## config.mk

```make
export PLATFORM = sky130hd
export DESIGN_NAME = multicycle_control_unit_flat
export DESIGN_NICKNAME = d
export VERILOG_FILES = /design/src/rtl/multicycle_control_unit_pkg.sv /design/src/rtl/multicycle_control_unit_if.sv /design/src/rtl/multicycle_control_unit_alu_op_decoder.sv /design/src/rtl/multicycle_control_unit.sv /design/src/flat_wrapper.sv
export SDC_FILE = /design/constraint.sdc
export NUM_CORES = 1
export LEC_CHECK = 0
export CORE_MARGIN = 3
export CORE_UTILIZATION = 43
export CTS_BUF_LIST = sky130_fd_sc_hd__clkbuf_2 sky130_fd_sc_hd__clkbuf_4 sky130_fd_sc_hd__clkbuf_8
export CTS_CLUSTER_DIAMETER = 50
export CTS_CLUSTER_SIZE = 12
export DETAILED_ROUTE_END_ITERATION = 8
export GPL_TIMING_DRIVEN = 0
export PLACE_DENSITY = 0.78
export SYNTH_ARGS = -nofsm -noshare
export SYNTH_HDL_FRONTEND = slang
export SYNTH_SLANG_ARGS = --single-unit
export TNS_END_PERCENT = 20
```

## constraint.sdc

```tcl
create_clock -name clk -period 1.7 [get_ports clk]
set_input_delay 0.34 -clock clk [delete_from_list [all_inputs] [get_ports clk]]
set_output_delay 0.34 -clock clk [all_outputs]
set_load 0.005 [all_outputs]
```

## src/rtl/multicycle_control_unit_pkg.sv

```systemverilog
`default_nettype none
// ============================================================================
//  Module   : multicycle_control_unit_pkg
//  Purpose  : Shared constants for the multicycle CPU control unit: opcodes,
//             FSM state encoding, ALU operation codes and the datapath mux
//             select codes (PCSrc, ExtSel, RegOut).
//  Ports    : none (package)
//  Revision : 1.0 - initial release
// ============================================================================
package multicycle_control_unit_pkg;

   localparam int OPW = 6;   // opcode width, IR[31:26]
   localparam int STW = 3;   // state register width

   // Instruction opcodes
   localparam logic [OPW-1:0] OP_ADD   = 6'b000000;
   localparam logic [OPW-1:0] OP_SUB   = 6'b000001;
   localparam logic [OPW-1:0] OP_ADDI  = 6'b000010;
   localparam logic [OPW-1:0] OP_OR    = 6'b010000;
   localparam logic [OPW-1:0] OP_AND   = 6'b010001;
   localparam logic [OPW-1:0] OP_ORI   = 6'b010010;
   localparam logic [OPW-1:0] OP_SLL   = 6'b011000;
   localparam logic [OPW-1:0] OP_SLT   = 6'b100110;
   localparam logic [OPW-1:0] OP_SLTIU = 6'b100111;
   localparam logic [OPW-1:0] OP_SW    = 6'b110000;
   localparam logic [OPW-1:0] OP_LW    = 6'b110001;
   localparam logic [OPW-1:0] OP_BEQ   = 6'b110100;
   localparam logic [OPW-1:0] OP_J     = 6'b111000;
   localparam logic [OPW-1:0] OP_JR    = 6'b111001;
   localparam logic [OPW-1:0] OP_JAL   = 6'b111010;
   localparam logic [OPW-1:0] OP_HALT  = 6'b111111;

   // FSM states; HALT is not a state of its own but ID plus a sticky flag
   typedef enum logic [STW-1:0] {
      ST_IF     = 3'b000,
      ST_ID     = 3'b001,
      ST_EXE_LS = 3'b010,
      ST_MEM    = 3'b011,
      ST_WB_L   = 3'b100,
      ST_EXE_BR = 3'b101,
      ST_EXE_AL = 3'b110,
      ST_WB_AL  = 3'b111
   } state_e;

   // ALU operations
   localparam logic [2:0] ALU_ADD  = 3'b000;
   localparam logic [2:0] ALU_SUB  = 3'b001;
   localparam logic [2:0] ALU_SLL  = 3'b010;
   localparam logic [2:0] ALU_OR   = 3'b011;
   localparam logic [2:0] ALU_AND  = 3'b100;
   localparam logic [2:0] ALU_SLT  = 3'b101;
   localparam logic [2:0] ALU_SLTU = 3'b110;

   // Next-PC source
   localparam logic [1:0] PCSRC_SEQ = 2'b00;   // PC+4
   localparam logic [1:0] PCSRC_BR  = 2'b01;   // PC+4+(sext<<2)
   localparam logic [1:0] PCSRC_RS  = 2'b10;   // rs (jr)
   localparam logic [1:0] PCSRC_JMP = 2'b11;   // jump target

   // Immediate extension
   localparam logic [1:0] EXT_ZIMM   = 2'b00;
   localparam logic [1:0] EXT_SIMM   = 2'b01;
   localparam logic [1:0] EXT_ZSHAMT = 2'b10;

   // Destination register select
   localparam logic [1:0] REGOUT_RA = 2'b00;   // $31
   localparam logic [1:0] REGOUT_RT = 2'b01;
   localparam logic [1:0] REGOUT_RD = 2'b10;

endpackage
`default_nettype wire

```

## src/rtl/multicycle_control_unit_if.sv

```systemverilog
`default_nettype none
// ============================================================================
//  Module   : multicycle_control_unit_if
//  Purpose  : Bundle between the control unit and the datapath.
//  Signals  : opcode/zero flow datapath -> control; every control strobe
//             plus the debug state flow control -> datapath.
//  Modports : master - control unit side (drives strobes)
//             slave  - datapath side (drives opcode/zero)
//  Revision : 1.0 - initial release
// ============================================================================
interface multicycle_control_unit_if;
   import multicycle_control_unit_pkg::*;

   logic [OPW-1:0] opcode;
   logic           zero;
   logic           PCWre;
   logic           InsMemRW;
   logic           IRWre;
   logic [1:0]     ExtSel;
   logic [1:0]     RegOut;
   logic           RegWre;
   logic           ALUSrcB;
   logic [2:0]     ALUOp;
   logic           ALUM2Reg;
   logic           WrRegData;
   logic           DataMemRW;
   logic [1:0]     PCSrc;
   logic [STW-1:0] state;

   modport master (
      input  opcode, zero,
      output PCWre, InsMemRW, IRWre, ExtSel, RegOut, RegWre, ALUSrcB,
             ALUOp, ALUM2Reg, WrRegData, DataMemRW, PCSrc, state
   );

   modport slave (
      output opcode, zero,
      input  PCWre, InsMemRW, IRWre, ExtSel, RegOut, RegWre, ALUSrcB,
             ALUOp, ALUM2Reg, WrRegData, DataMemRW, PCSrc, state
   );

endinterface
`default_nettype wire

```

## src/rtl/multicycle_control_unit_alu_op_decoder.sv

```systemverilog
`default_nettype none
// ============================================================================
//  Module   : multicycle_control_unit_alu_op_decoder
//  Purpose  : Combinational decode of R/I-type ALU opcodes into ALU operation,
//             operand-B source and immediate extension mode.
//  Ports    : opcode_i    - instruction opcode
//             alu_op_o    - ALU operation
//             alu_src_b_o - 1 selects the extended immediate as operand B
//             ext_sel_o   - immediate extension mode
//             is_alu_o    - opcode is an R/I-type ALU instruction
//             is_itype_o  - ALU instruction writes rt (immediate form)
//  Revision : 1.0 - initial release
// ============================================================================
module multicycle_control_unit_alu_op_decoder
   import multicycle_control_unit_pkg::*;
(
   input  logic [OPW-1:0] opcode_i,
   output logic [2:0]     alu_op_o,
   output logic           alu_src_b_o,
   output logic [1:0]     ext_sel_o,
   output logic           is_alu_o,
   output logic           is_itype_o
);

   always_comb begin
      alu_op_o    = ALU_ADD;
      alu_src_b_o = 1'b0;
      ext_sel_o   = EXT_ZIMM;
      is_alu_o    = 1'b1;
      is_itype_o  = 1'b0;
      case (opcode_i)
         OP_ADD:   alu_op_o = ALU_ADD;
         OP_SUB:   alu_op_o = ALU_SUB;
         OP_OR:    alu_op_o = ALU_OR;
         OP_AND:   alu_op_o = ALU_AND;
         OP_SLT:   alu_op_o = ALU_SLT;
         OP_SLL: begin
            alu_op_o  = ALU_SLL;
            ext_sel_o = EXT_ZSHAMT;   // shift amount comes through the extender
         end
         OP_ADDI: begin
            alu_op_o    = ALU_ADD;
            alu_src_b_o = 1'b1;
            ext_sel_o   = EXT_SIMM;
            is_itype_o  = 1'b1;
         end
         OP_ORI: begin
            alu_op_o    = ALU_OR;
            alu_src_b_o = 1'b1;
            is_itype_o  = 1'b1;
         end
         OP_SLTIU: begin
            alu_op_o    = ALU_SLTU;
            alu_src_b_o = 1'b1;
            is_itype_o  = 1'b1;
         end
         default:  is_alu_o = 1'b0;
      endcase
   end

endmodule
`default_nettype wire

```

## src/rtl/multicycle_control_unit.sv

```systemverilog
`default_nettype none
// ============================================================================
//  Module   : multicycle_control_unit
//  Purpose  : Control FSM of the multicycle CPU. Steps each instruction
//             through IF/ID/EXE/MEM/WB and drives all datapath strobes;
//             PCWre pulses exactly once per instruction.
//  Ports    : clk   - clock, rising edge
//             reset - synchronous, active-high; forces all outputs low
//             bus   - master side of multicycle_control_unit_if
//                     (opcode/zero in, control strobes and state out)
//  Revision : 1.0 - initial release
// ============================================================================
module multicycle_control_unit
   import multicycle_control_unit_pkg::*;
(
   input  logic                      clk,
   input  logic                      reset,
   multicycle_control_unit_if.master bus
);

   state_e state_q, state_d;
   logic   halted_q, halted_d;

   logic [2:0] w_dec_alu_op;
   logic       w_dec_src_b;
   logic [1:0] w_dec_ext;
   logic       w_dec_is_alu;
   logic       w_dec_is_itype;

   logic       w_pc_wre, w_ins_mem_rw, w_ir_wre, w_reg_wre, w_alu_src_b;
   logic       w_alu_m2reg, w_wr_reg_data, w_data_mem_rw;
   logic [1:0] w_ext_sel, w_reg_out, w_pc_src;
   logic [2:0] w_alu_op;

   multicycle_control_unit_alu_op_decoder u_alu_op_decoder (
      .opcode_i    (bus.opcode),
      .alu_op_o    (w_dec_alu_op),
      .alu_src_b_o (w_dec_src_b),
      .ext_sel_o   (w_dec_ext),
      .is_alu_o    (w_dec_is_alu),
      .is_itype_o  (w_dec_is_itype)
   );

   always_ff @(posedge clk) begin
      if (reset) begin
         state_q  <= ST_IF;
         halted_q <= 1'b0;
      end else begin
         state_q  <= state_d;
         halted_q <= halted_d;
      end
   end

   // Operand controls (ALUOp/ALUSrcB/ExtSel) are held from EXE through the
   // closing WB/MEM state so the ALU result stays stable while it is written.
   always_comb begin
      state_d        = state_q;
      halted_d       = halted_q;
      w_pc_wre       = 1'b0;
      w_ins_mem_rw   = 1'b0;
      w_ir_wre       = 1'b0;
      w_ext_sel      = EXT_ZIMM;
      w_reg_out      = REGOUT_RA;
      w_reg_wre      = 1'b0;
      w_alu_src_b    = 1'b0;
      w_alu_op       = ALU_ADD;
      w_alu_m2reg    = 1'b0;
      w_wr_reg_data  = 1'b0;
      w_data_mem_rw  = 1'b0;
      w_pc_src       = PCSRC_SEQ;

      if (reset) begin
         state_d  = ST_IF;
         halted_d = 1'b0;
      end else if (!halted_q) begin
         case (state_q)
            ST_IF: begin
               w_ins_mem_rw = 1'b1;
               w_ir_wre     = 1'b1;
               state_d      = ST_ID;
            end
            ST_ID: begin
               if (bus.opcode == OP_J) begin
                  w_pc_wre = 1'b1;
                  w_pc_src = PCSRC_JMP;
                  state_d  = ST_IF;
               end else if (bus.opcode == OP_JR) begin
                  w_pc_wre = 1'b1;
                  w_pc_src = PCSRC_RS;
                  state_d  = ST_IF;
               end else if (bus.opcode == OP_JAL) begin
                  // link PC+4 into $31 in the same cycle the jump is taken
                  w_pc_wre      = 1'b1;
                  w_pc_src      = PCSRC_JMP;
                  w_reg_wre     = 1'b1;
                  w_reg_out     = REGOUT_RA;
                  w_wr_reg_data = 1'b0;
                  state_d       = ST_IF;
               end else if (bus.opcode == OP_BEQ) begin
                  state_d = ST_EXE_BR;
               end else if (bus.opcode == OP_SW || bus.opcode == OP_LW) begin
                  state_d = ST_EXE_LS;
               end else if (bus.opcode == OP_HALT) begin
                  halted_d = 1'b1;
                  state_d  = ST_ID;
               end else if (w_dec_is_alu) begin
                  state_d = ST_EXE_AL;
               end else begin
                  // undefined opcode retires as a nop
                  w_pc_wre = 1'b1;
                  w_pc_src = PCSRC_SEQ;
                  state_d  = ST_IF;
               end
            end
            ST_EXE_AL: begin
               w_alu_op    = w_dec_alu_op;
               w_alu_src_b = w_dec_src_b;
               w_ext_sel   = w_dec_ext;
               state_d     = ST_WB_AL;
            end
            ST_WB_AL: begin
               w_alu_op      = w_dec_alu_op;
               w_alu_src_b   = w_dec_src_b;
               w_ext_sel     = w_dec_ext;
               w_reg_wre     = 1'b1;
               w_reg_out     = w_dec_is_itype ? REGOUT_RT : REGOUT_RD;
               w_wr_reg_data = 1'b1;
               w_alu_m2reg   = 1'b0;
               w_pc_wre      = 1'b1;
               w_pc_src      = PCSRC_SEQ;
               state_d       = ST_IF;
            end
            ST_EXE_BR: begin
               w_alu_op    = ALU_SUB;
               w_alu_src_b = 1'b0;
               w_ext_sel   = EXT_SIMM;
               w_pc_wre    = 1'b1;
               w_pc_src    = bus.zero ? PCSRC_BR : PCSRC_SEQ;
               state_d     = ST_IF;
            end
            ST_EXE_LS: begin
               w_alu_op    = ALU_ADD;
               w_alu_src_b = 1'b1;
               w_ext_sel   = EXT_SIMM;
               state_d     = ST_MEM;
            end
            ST_MEM: begin
               w_alu_op    = ALU_ADD;
               w_alu_src_b = 1'b1;
               w_ext_sel   = EXT_SIMM;
               if (bus.opcode == OP_SW) begin
                  w_data_mem_rw = 1'b1;
                  w_pc_wre      = 1'b1;
                  state_d       = ST_IF;
               end else begin
                  state_d = ST_WB_L;
               end
            end
            ST_WB_L: begin
               w_alu_op      = ALU_ADD;
               w_alu_src_b   = 1'b1;
               w_ext_sel     = EXT_SIMM;
               w_reg_wre     = 1'b1;
               w_reg_out     = REGOUT_RT;
               w_alu_m2reg   = 1'b1;
               w_wr_reg_data = 1'b1;
               w_pc_wre      = 1'b1;
               state_d       = ST_IF;
            end
            default: state_d = ST_IF;
         endcase
      end
   end

   assign bus.PCWre     = w_pc_wre;
   assign bus.InsMemRW  = w_ins_mem_rw;
   assign bus.IRWre     = w_ir_wre;
   assign bus.ExtSel    = w_ext_sel;
   assign bus.RegOut    = w_reg_out;
   assign bus.RegWre    = w_reg_wre;
   assign bus.ALUSrcB   = w_alu_src_b;
   assign bus.ALUOp     = w_alu_op;
   assign bus.ALUM2Reg  = w_alu_m2reg;
   assign bus.WrRegData = w_wr_reg_data;
   assign bus.DataMemRW = w_data_mem_rw;
   assign bus.PCSrc     = w_pc_src;
   // Debug state reads IF (all zeros) while reset is held.
   assign bus.state     = reset ? ST_IF : state_q;

endmodule
`default_nettype wire

```

## src/flat_wrapper.sv

```systemverilog
// flat-port wrapper written by rule: the top's interface ports become plain ports
module multicycle_control_unit_flat import multicycle_control_unit_pkg::*;
  (clk, reset, bus_opcode, bus_zero, bus_PCWre, bus_InsMemRW, bus_IRWre, bus_ExtSel, bus_RegOut, bus_RegWre, bus_ALUSrcB, bus_ALUOp, bus_ALUM2Reg, bus_WrRegData, bus_DataMemRW, bus_PCSrc, bus_state);
  multicycle_control_unit_if bus_i ();
  input  logic clk;
  input  logic reset;
  input wire logic [$bits(bus_i.opcode)-1:0] bus_opcode;
  input wire logic [$bits(bus_i.zero)-1:0] bus_zero;
  output wire logic [$bits(bus_i.PCWre)-1:0] bus_PCWre;
  output wire logic [$bits(bus_i.InsMemRW)-1:0] bus_InsMemRW;
  output wire logic [$bits(bus_i.IRWre)-1:0] bus_IRWre;
  output wire logic [$bits(bus_i.ExtSel)-1:0] bus_ExtSel;
  output wire logic [$bits(bus_i.RegOut)-1:0] bus_RegOut;
  output wire logic [$bits(bus_i.RegWre)-1:0] bus_RegWre;
  output wire logic [$bits(bus_i.ALUSrcB)-1:0] bus_ALUSrcB;
  output wire logic [$bits(bus_i.ALUOp)-1:0] bus_ALUOp;
  output wire logic [$bits(bus_i.ALUM2Reg)-1:0] bus_ALUM2Reg;
  output wire logic [$bits(bus_i.WrRegData)-1:0] bus_WrRegData;
  output wire logic [$bits(bus_i.DataMemRW)-1:0] bus_DataMemRW;
  output wire logic [$bits(bus_i.PCSrc)-1:0] bus_PCSrc;
  output wire logic [$bits(bus_i.state)-1:0] bus_state;
  assign bus_i.opcode = bus_opcode;
  assign bus_i.zero = bus_zero;
  assign bus_PCWre = bus_i.PCWre;
  assign bus_InsMemRW = bus_i.InsMemRW;
  assign bus_IRWre = bus_i.IRWre;
  assign bus_ExtSel = bus_i.ExtSel;
  assign bus_RegOut = bus_i.RegOut;
  assign bus_RegWre = bus_i.RegWre;
  assign bus_ALUSrcB = bus_i.ALUSrcB;
  assign bus_ALUOp = bus_i.ALUOp;
  assign bus_ALUM2Reg = bus_i.ALUM2Reg;
  assign bus_WrRegData = bus_i.WrRegData;
  assign bus_DataMemRW = bus_i.DataMemRW;
  assign bus_PCSrc = bus_i.PCSrc;
  assign bus_state = bus_i.state;
  multicycle_control_unit u_core (.clk(clk), .reset(reset), .bus(bus_i));
endmodule
```

==> results of run 1 <==
==> stage by stage <==
step | setup WS [ns] | utilization (%) | std cells | TNS, ns | hold WS (ns)
2_1_floorplan | 0.0183 | - | 121 | 0 | 0.611
3_3_place_gp | -0.984 | 67.6 | 172 | -11.62 | 0.670
3_5_place_dp | -1.01 | 67.6 | 172 | -11.91 | 0.682
4_1_cts | -0.203 | 85.7 | 190 | -0.568 | 0.436
5_1_grt | -0.224 | 91.8 | 195 | -1.78 | 0.481
6_report | -0.181 | 91.8 | 195 | -0.898 | 0.468
==> worst register-to-register path, stage by stage, from the launching register on <==
cell	delay (ns)
dfxtp_2	0.31
buf_6	0.12
buf_6	0.11
buf_6	0.12
nand3b_1	0.12
buf_4	0.16
a21oi_1	0.17
a211oi_1	0.08
a311oi_1	0.24
==> cells by family after synthesis <==
group | count (synthesis) | synth area share, %
AND/OR/NAND/NOR | 68 | 47.9
AO/OA/AOI/OAI | 31 | 29.5
buffers and inverters | 17 | 11.4
flip-flops | 4 | 10.1
XOR/XNOR | 1 | 1.11
==> cell type report <==
class | count | area, µm² | share of cell area, %
plain buffers | 12 | 141 | 9.55
clock buffers | 3 | 22.5 | 1.52
inverters | 3 | 13.8 | 0.930
multi-input cells | 100 | 781 | 52.7
flip-flops and latches | 4 | 90.1 | 6.09
well taps | 24 | 30.0 | 2.03
repair buffers | 49 | 402 | 27.1
==> Yosys cell counts, types with 2 or more instances <==
| cell type | number |
|---|---|
| and2b_4 | 2 |
| dfxtp_1 | 4 |
| nor3_1 | 7 |
| a31oi_1 | 3 |
| nand4b_1 | 2 |
| o21ai_0 | 4 |
| a21oi_1 | 8 |
| nand2_1 | 10 |
| nand2b_1 | 4 |
| and3_1 | 3 |
| buf_2 | 6 |
| clkbuf_1 | 4 |
| and4b_1 | 2 |
| a211oi_1 | 2 |
| nor2_1 | 20 |
| o21bai_1 | 2 |
| a311oi_1 | 2 |
| nor4_1 | 3 |
| buf_4 | 2 |
| or3_1 | 2 |
| inv_1 | 3 |
| nor2b_1 | 3 |
==> routing by layer <==
metal | vias up | GRT usage, % | part of all wire, %
li1 | 542 | - | -
met1 | 593 | 37.0 | 37
met2 | 118 | 49.1 | 48
met3 | 24 | 5.20 | 11
met4 | 0 | 9.48 | 4.2
met5 | - | 0 | 0
==> sequential cells by signal, indices dropped and copies added, names as in the netlist <==
register	cells
u_core.halted_q	1
u_core.state_q	3
==> power by group through the flow <==
stage	Clock (µW)	Combinational [µW]	Sequential (µW)
after floorplan	0	113	100
after global placement	0	178	100
after detailed placement	0	180	101
after CTS	122	243	99.7
after global routing	137	306	100
final	126	289	99.6
==> placed cells by master, fill, tap and decap left out, types with 3 or more instances in the layout <==
cell type,instances
a21oi_1,7
a31oi_1,3
buf_2,9
buf_4,20
buf_6,11
buf_8,5
clkbuf_2,4
clkbuf_4,4
clkdlybuf4s15_2,3
nand2_1,8
nand2b_1,4
nor2_1,14
nor2_2,5
nor3_1,3
nor3_2,3
==> worst max path at each step <==
| stage | start | endpoint | slack [ns] |
|---|---|---|---|
| after floorplan | reset | bus_InsMemRW | 0.02 |
| after global placement | bus_opcode[0] | bus_PCWre | -0.98 |
| after detailed placement | bus_opcode[0] | bus_PCWre | -1.01 |
| after CTS | bus_opcode[4] | bus_PCWre | -0.20 |
| after global routing | bus_opcode[4] | bus_PCWre | -0.22 |
| final | bus_opcode[3] | bus_PCWre | -0.18 |
==> repair_timing <==
action | in CTS | in global routing
endpoints found under the setup margin | 20 | 17
pin swaps | 16 | 9
gates resized for setup | 136 | 28
setup buffers | 17 | 5
==> impl_metrics.csv, run 1 <==
group,metric,value,unit
outcome,violations,"negative setup slack",
place,io_buffers,27,
job,maxCapViolations,0,
floorplan,die_area,2390,µm²
setup_path,path_depth,6,
setup_path,cp-start-kind,"primary input",
cts,cts_made_buffers,3,
timing,min_period,1.88,ns
setup_path,arrival,1.54,ns
min_path,hold_path.class,"in -> reg",
setup_path,critPathTopFamily,"compound AO/OA/AOI/OAI gates",
synth,syn_inst,121,
synth,yosysTopAreaCellShare,10.1,%
cells_and_area,area_growth,87.5,%
detailed_routing,wirelength,3910,µm
cells_and_area,fin_area,1480,µm²
setup_path,crit_path_top_delay_cell,"a32oi_2",
setup_path,cp-end-kind,"output port",
timing,slew_headroom,76.4,%
detailed_routing,vias,1277,
floorplan,std_cell_rows,14,
timing,rsz0062_at_grt,"yes",
setup_path,worstPathCellList,"clkbuf_4, and2b_4, a32oi_2, nand4b_1, a221oi_2, buf_2",
setup_path,reg2reg_setup_slack,0.17,ns
timing,timing.fmax,0.532,GHz
cts,cts_num_sinks,4,
synth,async_flop_share,0,%
power_and_ir_drop,power_frac_comb,56.2,%
power_and_ir_drop,vdd_drop_max,0.421,mV
synth,synth_nets,130,
global_routing,grt_pass1_wl,5600,µm
place,placed_cell_area,1090,µm²
setup_path,cp_data_required_time,1.36,ns
floorplan,initial_utilization,49.0,%
min_path,min-delay-start,"reset",
cells_and_area,final.fill_count,70,
cells_and_area,final_nets,182,
power_and_ir_drop,pwr-share-clk,24.5,%
cts,ctsRootBufferMaster,"clkbuf_4",
place,gp_congestion,0.885,
setup_path,r2r-end,"u_core.state_q[2]$_SDFFE_PP0N_",
detailed_routing,drc,0,
floorplan,core,1610,µm²
setup_path,cpPeakStageDelay,0.26,ns
cts,cts_tree,"built",
detailed_routing,drtIter0Drc,80,
floorplan,die_x,48.9,µm
setup_path,r2r-start,"u_core.state_q[0]$_SDFFE_PP0N_",
cts,hold_buffers,0,
synth,synth_top_area_cell,"dfxtp_1",
setup_path,cp.buffers_inverters,2,
setup_path,reg2reg_depth,8,
cts,clkTransAtPathRegs,0.04,ns
synth,synth_seq_area_share,10.1,%
power_and_ir_drop,p_leak,0.000621,µW
synth,synthTopCellsByArea,"dfxtp_1, nor2_1, a21oi_1",
setup_path,path_class,"in -> out",
power_and_ir_drop,p_switching,197,µW
power_and_ir_drop,p_int,317,µW
synth,synth_ff_type,"dfxtp_1",
detailed_routing,drtPass1Iterations,4,
setup_path,path_max_fanout,7,
cells_and_area,drive_gt1_share,58.5,%
global_routing,overflow,0,
place,dp_hpwl,1850,µm
timing,finalClockSkew,0.00336,ns
floorplan,die-height,48.9,µm
outcome,status,"finished, violations left",
timing,period_share,111,%
cells_and_area,n_antenna_cell,0,
power_and_ir_drop,p_per_area,348,nW/µm²
global_routing,grt_usage,29.0,%
synth,synth_edf_count,0,
detailed_routing,wl_per_cell,20.0,µm
detailed_routing,vias_per_cell,6.55,
synth,ys_ff_latch,4,
timing,slew_viol_final,0,
detailed_routing,ant_nets,0,
timing,tightest_slew,0.353,ns
synth,syn_area,790,µm²
power_and_ir_drop,p_seq_share,19.4,%
timing,setup_viol,13,
min_path,holdPathStages,2,
cts,clockBufferDepth,2,
timing,fin_ws,-0.181,ns
min_path,hold_end,"u_core.halted_q$_SDFF_PP0_",
global_routing,grt_max_degree,11,
power_and_ir_drop,p_sw_share,38.3,%
power_and_ir_drop,finalPower,515,µW
synth,ys_types,45,
timing,hold_viol_final,0,
cts,htreeDepth,1,
synth,avgSynthCellArea,6.52,µm²
cts,clkLatencyLatePin,0.24,ns
floorplan,num_io_pins,29,
global_routing,first_global_vias,1150,
synth,synth_warnings,0,
global_routing,antenna_found_initial,0,
(Power assumes the default switching activity.)
==> inputs of run 2 (changes only) <==
==> constraint.sdc (replaced) <==
create_clock -name clk -period 1.7 [get_ports clk]
set_input_delay 0.34 -clock clk [delete_from_list [all_inputs] [get_ports clk]]
set_output_delay 0.34 -clock clk [all_outputs]
set_load 0.1 [all_outputs]
==> run 2 against run 1 <==
  * The run now fails in 4_1_cts
  * Synthesized cell count did not move
  * Area after synthesis did not move
==> impl_metrics.csv, run 2 <==
group,metric,value,unit
synth,synth_edf_count,0,
synth,synth_warnings,0,
floorplan,std_cell_rows,14,
synth,synth_commonest_cells,"nor2_1, nand2_1, a21oi_1, nor3_1, buf_2",
cts,cts_setup_buffers,20,
floorplan,num_io_pins,29,
cts,hold_buffers,0,
synth,synth_seq_area_share,10.1,%
floorplan,die-height,48.9,µm
synth,synth_top_area_cell,"dfxtp_1",
place,io_buffers,27,
floorplan,initial_utilization,49.0,%
synth,avgSynthCellArea,6.52,µm²
cts,ctsRootBufferMaster,"clkbuf_4",
cts,cts_resized,217,
synth,syn_area,790,µm²
synth,synth_nets,130,
place,dp.cells,172,
place,gp_congestion,0.844,
outcome,error,"[ERROR DPL-0033] detailed placement checks failed during check placement.",
cts,cts_num_sinks,4,
cts,clockBufferDepth,2,
cts,cts_made_buffers,3,
synth,post-synth-top-count-cell,"nor2_1",
cts,htreeDepth,1,
synth,syn_inst,121,
synth,async_flop_share,0,%
floorplan,die_x,48.9,µm
synth,synth_ff_type,"dfxtp_1",
outcome,status,"did not finish",
place,dp_hpwl,1900,µm
synth,ys_types,45,
synth,ys_ff_latch,4,
outcome,lastStage,"4_1_cts",
synth,synthTopCellsByArea,"dfxtp_1, nor2_1, a21oi_1",
synth,yosysTopAreaCellShare,10.1,%
-- run 2: kinds of logic after synthesis --
| logic type | share of synthesized area, % |
|---|---|
| AO/OA/AOI/OAI | 29.5 |
| XOR/XNOR | 1.11 |
| buffers and inverters | 11.4 |
| flip-flops | 10.1 |
| AND/OR/NAND/NOR | 47.9 |
-- run 2: stage by stage --
step | worst slack (ns) | cell area [µm²] | hold slack (ns)
after global placement | -1.75 | 1220 | 0.567
after floorplan | -0.959 | 921 | 0.550
after detailed placement | -1.79 | 1220 | 0.570
==> inputs of run 3 (changes only) <==
--- a/config.mk
+++ b/config.mk
@@ -5,14 +5,11 @@
 export SDC_FILE = /design/constraint.sdc
 export NUM_CORES = 1
 export LEC_CHECK = 0
-export CORE_MARGIN = 3
-export CORE_UTILIZATION = 43
-export CTS_BUF_LIST = sky130_fd_sc_hd__clkbuf_2 sky130_fd_sc_hd__clkbuf_4 sky130_fd_sc_hd__clkbuf_8
-export CTS_CLUSTER_DIAMETER = 50
-export CTS_CLUSTER_SIZE = 12
+export CORE_AREA = 3 3 64 66
 export DETAILED_ROUTE_END_ITERATION = 8
+export DIE_AREA = 0 0 67 69
 export GPL_TIMING_DRIVEN = 0
-export PLACE_DENSITY = 0.78
+export PLACE_DENSITY_LB_ADDON = 0.15
 export SYNTH_ARGS = -nofsm -noshare
 export SYNTH_HDL_FRONTEND = slang
 export SYNTH_SLANG_ARGS = --single-unit
==> run 3 against run 2 <==
  * The flow now finishes, with violations (negative setup slack)
==> impl_metrics.csv, run 3 (synthesized netlist as in run 1, its figures left out) <==
group,metric,value,unit
setup_path,cpPeakStageDelay,0.35,ns
floorplan,die_area,4620,µm²
power_and_ir_drop,power_frac_comb,55.3,%
cts,cts_num_sinks,4,
timing,timing.fmax,0.487,GHz
setup_path,path_max_fanout,3,
power_and_ir_drop,p_seq_share,15.0,%
global_routing,grt.busiest_layer,"met2",
cells_and_area,area_growth,108,%
job,maxCapViolations,0,
cts,clockBufferDepth,2,
timing,tightest_slew,0.483,ns
detailed_routing,wirelength,3130,µm
min_path,hold_path.class,"in -> reg",
timing,tns,-3.29,ns
global_routing,met1_usage,16.7,%
cts,clkTransAtPathRegs,0.03,ns
floorplan,core,3630,µm²
detailed_routing,drtPass1Iterations,4,
cells_and_area,final_nets,181,
global_routing,met3_usage,2.93,%
cts,htreeDepth,1,
cts,cts_made_buffers,3,
detailed_routing,wl_per_cell,14.3,µm
cts,hold_buffers,0,
cells_and_area,n_antenna_cell,0,
detailed_routing,drc,0,
power_and_ir_drop,p_sw_share,40.0,%
outcome,status,"finished, violations left",
global_routing,overflow,0,
place,gp_congestion,0.802,
cts,clkLatencyLatePin,0.21,ns
setup_path,cp-end-kind,"output port",
timing,finalClockSkew,0.00118,ns
cts,ctsRootBufferMaster,"clkbuf_8",
global_routing,grt_max_degree,11,
global_routing,grt_usage,13.7,%
cells_and_area,reg.largest.list,"u_core.state_q: 3 flops, u_core.halted_q: 1 flops",
timing,setup_viol,17,
setup_path,path_depth,7,
setup_path,arrival,1.71,ns
timing,fin_ws,-0.352,ns
setup_path,r2r-start,"u_core.state_q[0]$_SDFFE_PP0N_",
power_and_ir_drop,pwr-share-clk,29.7,%
timing,rsz0062_at_grt,"yes",
power_and_ir_drop,p_int,394,µW
setup_path,cp_data_required_time,1.36,ns
floorplan,num_io_pins,29,
setup_path,worstPathCellList,"buf_6, buf_6, and2b_4, o31ai_4, nand4b_1, a221oi_4, buf_12",
timing,slew_viol_final,0,
detailed_routing,vias_per_cell,4.99,
power_and_ir_drop,p_per_area,400,nW/µm²
timing,holdWs,0.353,ns
min_path,min-delay-start,"reset",
outcome,violations,"negative setup slack",
setup_path,path_class,"in -> out",
place,dp_slack,-1.71,ns
global_routing,first_global_vias,1077,
cells_and_area,drive_gt1_share,58.2,%
floorplan,initial_utilization,21.7,%
cells_and_area,largest_register_ffs,3,
setup_path,cp-start-kind,"primary input",
setup_path,critPathLaunch,"bus_opcode[4]",
cts,cts_tree,"built",
setup_path,reg2reg_depth,5,
detailed_routing,drtIter0Drc,42,
place,io_buffers,27,
global_routing,grt_pass1_wl,5100,µm
floorplan,die-height,69,µm
setup_path,cp.buffers_inverters,3,
timing,min_period,2.05,ns
detailed_routing,vias,1087,
timing,slew_headroom,68.0,%
cells_and_area,final_common_cell,"buf_6",
setup_path,crit_path_top_delay_cell,"a221oi_4",
detailed_routing,ant_nets,0,
global_routing,antenna_found_initial,0,
floorplan,std_cell_rows,22,
cells_and_area,regMostFlops,"u_core.state_q",
power_and_ir_drop,p_leak,0.000641,µW
timing,period_share,121,%
min_path,holdPathStages,2,
setup_path,crit_top_cell,"buf_6",
place,dp_hpwl,2190,µm
cells_and_area,final_cell_mix,"buf_6, buf_4, nor2_1",
floorplan,die_x,67,µm
global_routing,grt_util_met2,22.8,%
power_and_ir_drop,vdd_drop_max,0.141,mV
setup_path,critPathTopFamily,"compound AO/OA/AOI/OAI gates",
timing,hold_viol_final,0,
power_and_ir_drop,p_switching,262,µW
[run 3: path summary, 6_finish.rpt]
kind	end	slack (ns)
worst min register to register	u_core.halted_q$_SDFF_PP0_	0.58
worst min-delay path	u_core.halted_q$_SDFF_PP0_	0.35
worst max-delay path	bus_PCWre	-0.35
worst max register to register	u_core.state_q[2]$_SDFFE_PP0N_	0.29
[run 3: final cells by class]
| class | count | area [µm²] |
|---|---|---|
| buffer | 13 | 150 |
| clock buffer | 3 | 41.3 |
| fill | 347 | 1990 |
| inverter | 3 | 11.3 |
| multi-input combinational | 100 | 811 |
| sequential | 4 | 85.1 |
| tap | 48 | 60.1 |
| timing repair buffer | 47 | 485 |
[run 3: power groups by stage]
stage | Sequential (µW) | Combinational, µW | Clock (µW)
after CTS | 98.6 | 340 | 199
after detailed placement | 101 | 286 | 0
after global routing | 99.1 | 383 | 209
after global placement | 101 | 286 | 0
final | 98.7 | 363 | 195
after floorplan | 100 | 216 | 0
[run 3: what timing repair did]
action	4_1_cts	5_1_grt
setup buffers	14	6
resized for setup	203	17
endpoints found under the setup margin	20	18
pin swaps	16	6
[run 3: worst reg2reg max path, delay by kind of cell, from the launching register on]
kind                   cells  cell delay, ns
AO/OA/AOI/OAI              3            0.54
buffers and inverters      2            0.45
flip-flops                 1            0.29
[run 3: layer usage]
layer	wire length [µm]	vias up
li1	-	544
met1	1360	511
met2	1590	28
met3	137	4
met4	38	0
met5	0	-
[run 3: per-stage QoR]
step                area [µm²]  instances  utilization, %  power [µW]
global placement          1250        196            34.4         387
finish                    1640        218            45.2         657
CTS                       1550        212            42.6         637
detailed placement        1250        196            34.4         386
global route              1640        218            45.2         692
floorplan                  921        121               -         317
